<file path="config.mk">
export PLATFORM = sky130hd
export DESIGN_NAME = ladybird_axi_line_fill
export DESIGN_NICKNAME = d
export VERILOG_FILES = /design/src/rtl/ladybird_axi_line_fill.sv
export SDC_FILE = /design/constraint.sdc
export NUM_CORES = 1
export LEC_CHECK = 0
export CORE_MARGIN = 5
export CORE_UTILIZATION = 43
export CTS_BUF_LIST = sky130_fd_sc_hd__clkbuf_8
export DETAILED_ROUTE_END_ITERATION = 10
export PLACE_DENSITY = 0.81
export SYNTH_ARGS = -nofsm -noshare
export SYNTH_HDL_FRONTEND = slang
export SYNTH_SLANG_ARGS = --single-unit
</file>
<file path="constraint.sdc">
create_clock -name clk -period 2.5 [get_ports clk]
set_input_delay 0.625 -clock clk [delete_from_list [all_inputs] [get_ports clk]]
set_output_delay 0.625 -clock clk [all_outputs]
set_load 0.03 [all_outputs]
</file>
<file path="src/rtl/ladybird_axi_line_fill.sv">
// Cache line refill engine: one AXI read burst per request, assembled into a full line.
// Define LADYBIRD_AXI_FILL_CRITICAL_WORD_EN for critical-word-first wrapping bursts.
module ladybird_axi_line_fill #(
   parameter int unsigned AXI_DATA_W = 32,
   parameter int unsigned LINE_W     = 128,
   parameter int unsigned ADDR_W     = 32
) (
   input  logic                  clk,
   input  logic                  reset,
   input  logic                  req_valid,
   output logic                  req_ready,
   input  logic [ADDR_W-1:0]     req_addr,
   output logic                  line_valid,
   input  logic                  line_ready,
   output logic [LINE_W-1:0]     line_data,
   output logic                  line_error,
   output logic                  axi_arvalid,
   input  logic                  axi_arready,
   output logic [ADDR_W-1:0]     axi_araddr,
   output logic [7:0]            axi_arlen,
   output logic [2:0]            axi_arsize,
   output logic [1:0]            axi_arburst,
   output logic [2:0]            axi_arprot,
   input  logic                  axi_rvalid,
   output logic                  axi_rready,
   input  logic [AXI_DATA_W-1:0] axi_rdata,
   input  logic [1:0]            axi_rresp,
   input  logic                  axi_rlast
);

   localparam int unsigned BEATS      = LINE_W / AXI_DATA_W;
   localparam int unsigned IDX_W      = $clog2(BEATS);
   localparam int unsigned WORD_BYTES = AXI_DATA_W / 8;
   localparam int unsigned LINE_BYTES = LINE_W / 8;
   localparam logic [7:0]  AR_LEN     = 8'(BEATS - 1);
   localparam logic [2:0]  AR_SIZE    = 3'($clog2(WORD_BYTES));
   localparam logic [IDX_W-1:0] LAST_BEAT = IDX_W'(BEATS - 1);
   localparam logic [ADDR_W-1:0] LINE_MASK = ~ADDR_W'(LINE_BYTES - 1);
`ifdef LADYBIRD_AXI_FILL_CRITICAL_WORD_EN
   localparam logic [ADDR_W-1:0] WORD_MASK = ~ADDR_W'(WORD_BYTES - 1);
   localparam int unsigned WORD_OFF = $clog2(WORD_BYTES);
   localparam int unsigned LINE_OFF = $clog2(LINE_BYTES);
`endif

   typedef enum logic [1:0] {IDLE, ADDR, DATA, DONE} state_t;

   state_t                             state_q;
   logic                               req_ready_q;
   logic                               arvalid_q;
   logic [ADDR_W-1:0]                  araddr_q;
   logic [7:0]                         arlen_q;
   logic [2:0]                         arsize_q;
   logic [1:0]                         arburst_q;
   logic                               rready_q;
   logic                               line_valid_q;
   logic                               err_q;
   logic [IDX_W-1:0]                   beat_cnt_q;
   logic [IDX_W-1:0]                   start_idx_q;
   logic [BEATS-1:0][AXI_DATA_W-1:0]   line_q;

   logic [ADDR_W-1:0] araddr_d;
   logic [1:0]        arburst_d;
   logic [IDX_W-1:0]  start_idx_d;
   logic [IDX_W-1:0]  slot_c;
   logic              last_beat_c;
   logic              beat_err_c;

   // Request-dependent burst shape: line-aligned INCR, or word-aligned WRAP from the critical word.
   always_comb begin
      araddr_d    = '0;
      arburst_d   = 2'b01;
      start_idx_d = '0;
`ifdef LADYBIRD_AXI_FILL_CRITICAL_WORD_EN
      araddr_d    = req_addr & WORD_MASK;
      arburst_d   = 2'b10;
      start_idx_d = req_addr[LINE_OFF-1:WORD_OFF];
`else
      araddr_d    = req_addr & LINE_MASK;
`endif
   end

   // Beat placement and per-beat protocol error detection.
   always_comb begin
      slot_c      = start_idx_q + beat_cnt_q;
      last_beat_c = (beat_cnt_q == LAST_BEAT);
      beat_err_c  = (axi_rresp != 2'b00) || (axi_rlast != last_beat_c);
   end

   always_ff @(posedge clk) begin
      if (reset) begin
         state_q      <= IDLE;
         req_ready_q  <= 1'b1;
         arvalid_q    <= 1'b0;
         araddr_q     <= '0;
         arlen_q      <= '0;
         arsize_q     <= '0;
         arburst_q    <= '0;
         rready_q     <= 1'b0;
         line_valid_q <= 1'b0;
         err_q        <= 1'b0;
         beat_cnt_q   <= '0;
         start_idx_q  <= '0;
         line_q       <= '0;
      end else begin
         case (state_q)
            IDLE: begin
               if (req_valid) begin
                  state_q     <= ADDR;
                  req_ready_q <= 1'b0;
                  arvalid_q   <= 1'b1;
                  araddr_q    <= araddr_d;
                  arlen_q     <= AR_LEN;
                  arsize_q    <= AR_SIZE;
                  arburst_q   <= arburst_d;
                  start_idx_q <= start_idx_d;
                  beat_cnt_q  <= '0;
                  err_q       <= 1'b0;
                  line_q      <= '0;
               end
            end
            ADDR: begin
               if (axi_arready) begin
                  state_q   <= DATA;
                  arvalid_q <= 1'b0;
                  araddr_q  <= '0;
                  arlen_q   <= '0;
                  arsize_q  <= '0;
                  arburst_q <= '0;
                  rready_q  <= 1'b1;
               end
            end
            DATA: begin
               // Termination is by beat count; rlast only feeds the error flag.
               if (axi_rvalid && rready_q) begin
                  line_q[slot_c] <= axi_rdata;
                  beat_cnt_q     <= beat_cnt_q + IDX_W'(1);
                  if (beat_err_c) begin
                     err_q <= 1'b1;
                  end
                  if (last_beat_c) begin
                     state_q      <= DONE;
                     rready_q     <= 1'b0;
                     line_valid_q <= 1'b1;
                  end
               end
            end
            DONE: begin
               if (line_ready) begin
                  state_q      <= IDLE;
                  line_valid_q <= 1'b0;
                  req_ready_q  <= 1'b1;
                  err_q        <= 1'b0;
                  line_q       <= '0;
               end
            end
            default: begin
               state_q <= IDLE;
            end
         endcase
      end
   end

   assign req_ready   = req_ready_q;
   assign axi_arvalid = arvalid_q;
   assign axi_araddr  = araddr_q;
   assign axi_arlen   = arlen_q;
   assign axi_arsize  = arsize_q;
   assign axi_arburst = arburst_q;
   assign axi_arprot  = 3'b000;
   assign axi_rready  = rready_q;
   assign line_valid  = line_valid_q;
   assign line_data   = line_q;
   assign line_error  = err_q;

endmodule

</file>
# [Yosys cells after proc, flatten, opt, wreduce, memory -nomap -nowiden]
# Cells that the tools add are included.
# W data, S select, Z words.
[word_totals] regBits=182 wordCells=92
[op_classes] n_eq_ne=11 order_cmp=2 reduce_logical=19 addsub=1 mux=44
[ops] cell="$mux W128" n=3
[ops] cell="$pmux W128 S3" n=1
[ops] cell="$bwmux W128" n=1
[ops] cell="$mux W32" n=3
[ops] cell="$demux W32 S2" n=1
[ops] cell="$pmux W32 S2" n=1
[ops] cell="$mux W2" n=8
[ops] cell="$mux W8" n=2
[ops] cell="$pmux W8 S2" n=1
[ops] cell="$mux W1" n=12
[ops] cell="$ne A2 B2 Y1 const B" n=6
[ops] cell="$reduce_and A4 Y1" n=3
[ops] cell="$reduce_bool A2 Y1" n=6
[ops] cell="$reduce_and A5 Y1" n=2
[ops] cell="$reduce_and A3 Y1" n=3
[ops] cell="$pmux W1 S2" n=4
[ops] cell="$pmux W2 S2" n=2
[ops] cell="$pmux W2 S4" n=1
[ops] cell="$eq A2 B2 Y1 const B" n=3
[ops] cell="$mux W3" n=2
[ops] cell="$pmux W3 S2" n=1
[ops] cell="$lt A2 B3 Y1 const B" n=1
[ops] cell="$pmux W1 S3" n=1
[ops] cell="$reduce_bool A3 Y1" n=1
[ops] cell="other kinds (7)" n=8

# [Depth between registers and ports, before layout]
# Gate-level depths: netlist (run 1).
[depth] word_depth=7 ltp_mapped=8 ltp_nobuf=6

# [Worst setup path before layout (run 1)]
# OpenSTA, ideal clock, no wires.
[synth_path] path_kind="register to register" from="reg state_q[0]" to="reg line_q (netlist bit line_data[10])" path_buffers=1 required_ps=2383 synth_period_minus_slack_ps=1999 setup_time_ps=117 setup_slack_ps=501 path_stages_with_launch=8 t_arrival_ps=1882 cell_sequence="dfxtp_1 > inv_1 > ha_1 > a21boi_4 > nor4_4 > a21oi_1 > buf_6 > a22o_1"
[synth_via] elab_chain_cells=3
[synth_lines] element="from (decl)" line="47" text="state_t state_q;"
[synth_lines] element="from (signal assigned)" line="91" text="state_q <= IDLE;"
[synth_lines] element="from (signal assigned)" line="108" text="state_q <= ADDR;"
[synth_lines] element="from (signal assigned)" line="123" text="state_q <= DATA;"
[synth_lines] element="$eq A2 B2 Y1 / $logic_not A2 Y1 (equally long branches)" line="105" text="case (state_q)"
[synth_lines] element="$ne A2 B2 Y1 (no source line) / $reduce_bool A3 Y1 (equally long branches)"
[synth_lines] element="$reduce_and A4 Y1 (no source line)"
[synth_lines] element="to (signal, indexed assignment)" line="135" text="line_q[slot_c] <= axi_rdata;"
[synth_lines] element="to (decl)" line="59" text="logic [BEATS-1:0][AXI_DATA_W-1:0] line_q;"
# Parallel ways exist; a longest one is shown, timed or not.
# A chain may end at the register's enable or synchronous reset.

# [Worst setup path in the final report (run 1)]
[layout_path] from="reg state_q[0]" to="reg line_q (netlist bit line_data[41])"
# Same word-level chain as after synthesis.

==> impl_metrics.py, run 1 <==
metrics = {
    "timing": {
        "skew_ns": 0.01252,
        "setup_tns_ns": 0,
        "timing.final.crit_share_pct": 95.22,
        "period_needed_ns": 2.381,
        "worstMarginPinSlew_ns": 1.053,
        "rsz0062_at_grt": "false",
        "finalSetupViolCount": 0,
        "fmax_mhz": 420.1,
        "hold_viol": 0,
        "slew-limit-headroom_pct": 29.64,
        "drv_slew": 0,
        "whs_ns": 0.4812,
    },
    "yosys": {
        "synth.area.mux_share_pct": 0,
        "synth-edff-count": 0,
        "synth_area_sq_um": 5862,
        "synthXorXnorAreaFrac_pct": 0.1494,
        "ys_seq_area_share_pct": 56.35,
        "synth.area.top_cells": "dfxtp_1 56%, a22o_1 19%, buf_4 3.8%",
        "synthFlopType": "dfxtp_1",
        "synthSimpleGateAreaFrac_pct": 8.453,
        "syn_inst": 517,
        "synth_top_area_cell": "dfxtp_1",
        "synth_cell_types": 34,
        "netlist.area_leader.share_pct": 56.35,
        "yosysWarnings": 0,
        "synth_common_cells": "165 x dfxtp_1, 128 x a22o_1, 38 x nor2_1",
        "synth_compound_area_share_pct": 25.38,
        "yosysMostFrequentCell": "dfxtp_1",
        "synth_fa_ha_area_share_pct": 2.134,
        "synth_top_family_by_area": "compound AO/OA/AOI/OAI gates",
        "async_reset_ff_share_pct": 0,
        "syn_area_per_cell_sq_um": 11.34,
        "synth-seq-cells": 165,
    },
    "critical_path": {
        "r2r_cells": 6,
        "cp_slowest_cell": "a21oi_2",
        "required_ns": 2.88,
        "regToRegEndpoint": "line_data[41]",
        "critPathCaptureType": "flip-flop",
        "path_cells": "inv_1 -> ha_2 -> buf_4 -> or2b_1 -> a21oi_2 -> a22o_1",
        "path_delay_family": "compound AO/OA/AOI/OAI gates",
        "critPathBufInv": 2,
        "path_max_fanout": 16,
        "cp-start-kind": "flip-flop",
        "slowest_delay_ns": 0.81,
        "r2r_slack_ns": 0.12,
        "cp_data_arrival_time_ns": 2.77,
        "crit_type": "reg2reg",
        "cp.depth": 6,
        "r2r-start": "state_q[0]",
    },
    "cells_and_area": {
        "area_growth_pct": 48.67,
        "drive_gt1_share_pct": 8.090,
        "n_fill_cell": 987,
        "diodes": 0,
        "stdcell_area_sq_um": 8715,
        "final_util_pct": 65.55,
        "nets": 824,
    },
    "global_route": {
        "grt_pass1_vias": 5209,
        "antenna_found_initial": 0,
        "grt_max_degree": 40,
        "overflow": 0,
        "grt_pass1_wl_mm": 28.19,
        "grt_use_total_pct": 22.00,
    },
    "placed_design": {
        "gp_congestion": 0.8533,
        "placed_area_sq_um": 8295,
        "dp_hpwl_mm": 12.76,
        "port_buffers": 233,
    },
    "clocking": {
        "cts_root_buffer": "clkbuf_8",
        "cts_tree": "yes",
        "numClockSinks": 165,
        "clk_pin_slew_ns": 0.09,
        "clock_latency_ns": 0.45,
        "cts_max_level": 4,
        "cts_buffers": 17,
        "clockBufferDepth": 2,
    },
    "run_status": {
        "status": "finished clean",
    },
    "min_path": {
        "hp-start": "line_data[64]",
        "whs_path_depth": 1,
        "hold_path_end": "line_data[64]",
        "hp-class": "reg2reg",
    },
    "die": {
        "io_pins": 254,
        "initial_utilization_pct": 44.09,
        "num_rows": 42,
        "die_y_microns": 126.8,
        "die_area_sq_um": 16070,
        "dieWidth_microns": 126.8,
        "core_area_sq_um": 13300,
    },
    "pwr": {
        "leakage_nw": 3.307,
        "p_per_area_nw_per_um2": 847.6,
        "peakVddDrop_mv": 0.6208,
    },
    "routing": {
        "initialDrtViolationCount": 335,
        "routed_wl_mm": 18.34,
        "drt-wirelength-per-cell_microns": 19.72,
        "drc": 0,
        "drt.antenna.violating_nets": 0,
        "firstDrtPassIters": 5,
        "vias_per_cell": 5.427,
        "vias": 5047,
    },
    "run": {
        "drv_cap": 0,
    },
}
metal layers:
metal | global-route usage (%) | part of all wire [%] | up-vias
li1 | - | - | 2307
met2 | 37.33 | 48 | 298
met5 | 0 | 0 | -
met3 | 8.827 | 11 | 22
met1 | 25.49 | 40 | 2420
met4 | 6.814 | 1.5 | 0
report_power, final:
part / internal [W] / total (W) / switching, W
Combinational: 0.000898 / 0.00249 / 0.00159
Sequential: 0.00282 / 0.00296 / 0.000140
Clock: 0.000913 / 0.00194 / 0.00102
sequential cells by signal, summed over array words and instances (netlist names):
register	cells
line_error	1
axi_arlen	1
state_q	2
axi_rready	1
beat_cnt_q	2
axi_araddr	28
req_ready	1
line_data	128
line_valid	1
area by class of cell:
class                   instances  area (sq um)  share of cell area, %
clock inverters                15         173.9                  1.996
repair buffers                252          2532                  29.06
flip-flops and latches        165          3303                  37.90
inverters                       4         15.01                 0.1723
multi-input cells             301          2236                  25.66
well taps                     176         220.2                  2.527
clock buffers                  17         234.0                  2.685
worst reg2reg max path, stage by stage (launching register included):
cell     delay (ns)
dfxtp_1        0.36
inv_1          0.13
ha_2           0.26
buf_4          0.19
or2b_1         0.32
a21oi_2        0.81
a22o_1         0.27
cell usage in the layout, fill, tap and decap left out, types with 5 or more instances in the layout:
cell and count:
clkbuf_8 17, dfxtp_1 165, clkdlybuf4s50_1 232, buf_12 5, ha_1 9, a22oi_1 28
a22o_1 128, conb_1 16, nand2b_1 6, buf_4 14, nor2b_1 33, nor2_1 37
a21oi_1 11
cells by family after synthesis:
| kind of cell | after synthesis |
|---|---|
| flops | 165 |
| simple gates | 93 |
| xor+xnor | 1 |
| other cells | 1 |
| fa+ha+maj | 10 |
| compound gates | 180 |
| buf+inv | 67 |
metrics by stage:
step	worst slack [ns]	instances	power, W
4_1_cts	0.06135	929	0.007390
3_5_place_dp	-0.2409	897	0.005452
2_1_floorplan	0.5008	532	0.004576
3_3_place_gp	-0.1896	897	0.005395
6_report	0.1194	930	0.007387
5_1_grt	0.01239	930	0.007758
what timing repair did:
action	in CTS	in global routing
setup buffers	0	0
hold buffers	0	0
endpoints found under the setup margin	0	110
resized for setup	0	1
worst max-delay path by stage:
stage	end	slack, ns	start
after global routing	line_data[85]	0.01	state_q[1]
after floorplan	line_data[10]	0.50	state_q[0]
after global placement	line_data[14]	-0.19	axi_rvalid
after detailed placement	line_data[127]	-0.24	axi_rvalid
after CTS	line_data[25]	0.06	state_q[0]
final	line_data[41]	0.12	state_q[0]
Power figures use the tool's default switching activity.
==> run 2, diff against run 1 <==
--- a/config.mk
+++ b/config.mk
@@ -9,6 +9,7 @@
 export CORE_UTILIZATION = 43
 export CTS_BUF_LIST = sky130_fd_sc_hd__clkbuf_8
 export DETAILED_ROUTE_END_ITERATION = 10
+export HOLD_SLACK_MARGIN = 0.06
 export PLACE_DENSITY = 0.81
 export SYNTH_ARGS = -nofsm -noshare
 export SYNTH_HDL_FRONTEND = slang
==> results of run 2 <==
The final DEF is identical to that of run 1; final timing and power are the same.
==> run 3, diff against run 2 <==
--- a/config.mk
+++ b/config.mk
@@ -9,7 +9,6 @@
 export CORE_UTILIZATION = 43
 export CTS_BUF_LIST = sky130_fd_sc_hd__clkbuf_8
 export DETAILED_ROUTE_END_ITERATION = 10
-export HOLD_SLACK_MARGIN = 0.06
 export PLACE_DENSITY = 0.81
 export SYNTH_ARGS = -nofsm -noshare
 export SYNTH_HDL_FRONTEND = slang
==> results of run 3 <==
The final DEF is identical to that of run 1; final timing and power are the same.
==> patch: new RTL, settings of run 3 <==
The 4 states of `state_t` get a one-hot encoding in 4 bits.
--- a/src/rtl/ladybird_axi_line_fill.sv
+++ b/src/rtl/ladybird_axi_line_fill.sv
@@ -43,5 +43,5 @@
 `endif
 
-   typedef enum logic [1:0] {IDLE, ADDR, DATA, DONE} state_t;
+   typedef enum logic [3:0] {IDLE = 4'b0001, ADDR = 4'b0010, DATA = 4'b0100, DONE = 4'b1000} state_t;
 
    state_t                             state_q;
Function: same outputs for any inputs over 4 cycles, from zero or initial values and one cycle with reset high; so few cycles prove little.
==> patch against run 3 <==
Synthesized area rose by 2.2%; via count fell by 0.53%; global-route usage fell by 0.94 points; routed wire length fell by 2.6%; worst setup slack improved by 0.15 ns; final area rose by 0.66%; synthesized cell count rose by 1.4%; sequential cell count rose by 2.
Power is not compared: it rests on default switching activity, and its combinational part moved more than twofold at a synthesized area within 25%.
==> patch: results (changes against run 3) <==
| Metric | Value |
|---|---|
| Mapped Cells | 524 (+1.4%) |
| Run status | finished clean |
| End point of the critical path | axi_araddr[31] |
| Flop2flop setup slack | 0.27 ns (+0.15 ns) |
| Total Wirelength | 17,860 µm (-2.6%) |
| Wire length of the first global-routing pass | 27,140 µm (-3.7%) |
| Top cells by instance count after synthesis | sky130_fd_sc_hd__dfxtp_1 (167), sky130_fd_sc_hd__a22o_1 (128), sky130_fd_sc_hd__nor2_1 (36), sky130_fd_sc_hd__nor2b_1 (33), sky130_fd_sc_hd__a22oi_1 (29) |
| CP Data Arrival Time | 2.62 ns (-0.15 ns) |
| End point of the worst hold path | req_ready |
| Vias in the first global route | 5,112 (-1.9%) |
| Dpl cells | 905 (+0.89%) |
| Hold Slack | 0.4693 ns (-0.01191 ns) |
| Sum of met2 wire segment lengths after detailed routing | 8425 µm (-3.6%) |
| Total Nets Final | 821 (-0.36%) |
| Fraction of met2 tracks used by global routing | 35.21% (-2.1 points) |
| Place WS | -0.06193 ns (+0.1790 ns) |
| Fraction of met3 tracks used by global routing | 7.292% (-1.5 points) |
| Wire length on met1 | 7306 µm (-0.45%) |
| Number of DRC markers in iteration 0 | 294 (-12%) |
| Register-to-Register Path Depth | 4 (-2) |
| Crit share post-route | 89.34% (-5.9 points) |
| Worst clock skew | 0.01171 ns (-0.0008157 ns) |
| GRT Overall Usage | 21.06% (-0.94 points) |
| Share of layout cells above drive strength 1 | 8.058% (-0.032 points) |
| Largest fanout on the critical path | 28 (+12) |
| Highest layer used for signal routing | met4 |
| Met3 routed wirelength | 1701 µm (-15%) |
| Tightest slew margin relative to the limit | 23.47% (-6.2 points) |
| Number of stages on the worst hold path | 2 (+1) |
| Slowest Stage Delay on Critical Path | 0.89 ns (+0.08 ns) |
| Critical-path top delay cell | sky130_fd_sc_hd__o21ai_2 |
| Launching element of the worst setup path | state_q[1] |
| Proportion of synthesized chip area in sequential cells | 55.82% (-0.53 points) |
| Largest net degree at the start of global routing | 33 (-18%) |
| DR vias/cell | 5.358 (-1.3%) |
| Weighted congestion at the end of routability-driven global placement | 0.8149 (-4.5%) |
| Post-route insts no fill | 937 (+0.75%) |
| Beginning of the worst hold path | req_ready |
| M1 GR Usage | 24.61% (-0.89 points) |
| Largest cells by area after synthesis | sky130_fd_sc_hd__dfxtp_1 (56%), sky130_fd_sc_hd__a22o_1 (19%), sky130_fd_sc_hd__a22oi_1 (3.6%) |
| Detailed placement HPWL | 12,960 µm (+1.6%) |
-- patch: changes by cell type in the layout (fill, tap and decap cells not counted), moves of 3 or more --
| cell | run 3 | this run |
|---|---|---|
| sky130_fd_sc_hd__and3_1 | 4 | 0 |
| sky130_fd_sc_hd__inv_6 | 3 | 6 |
| sky130_fd_sc_hd__clkinv_4 | 4 | 1 |
| sky130_fd_sc_hd__a21oi_1 | 11 | 5 |
| sky130_fd_sc_hd__o21ai_0 | 0 | 4 |
| sky130_fd_sc_hd__and3b_1 | 0 | 4 |
| sky130_fd_sc_hd__nand2_1 | 1 | 10 |
| sky130_fd_sc_hd__buf_12 | 5 | 8 |
| sky130_fd_sc_hd__nand2b_1 | 6 | 1 |
| sky130_fd_sc_hd__ha_1 | 9 | 4 |
-- patch: final cells by class --
type | instances | area (µm²)
repair buffers | 253 | 2577
clock buffers | 18 | 247.7
flip-flops and latches | 167 | 3343
well taps | 180 | 225.2
multi-input cells | 303 | 2235
clock inverters | 14 | 136.4
fillers | 1099 | 5001
inverters | 2 | 7.507
-- patch: critical path: cells and delay by family (launching register included) --
family,cells,cell delay [ns]
and+or+nand+nor,2,0.42
DFF,1,0.66
AOI/OAI and AO/OA,2,1.08
-- patch: kinds of logic after synthesis --
group | after synthesis | synth area share [%]
AOI/OAI and AO/OA | 182 | 25.82
DFF | 167 | 55.82
and+or+nand+nor | 99 | 9.234
buffers and inverters | 69 | 7.938
adders and majority gates | 4 | 0.8356
xor gates and xnor gates | 2 | 0.2925
other | 1 | 0.06261
-- patch: where the power goes --
group	switching, mW	leakage (nW)	total, mW	internal, mW
combinational	0.418	1.75	0.734	0.316
sequential	0.0458	1.35	2.75	2.71
clock	1.04	0.199	1.88	0.842
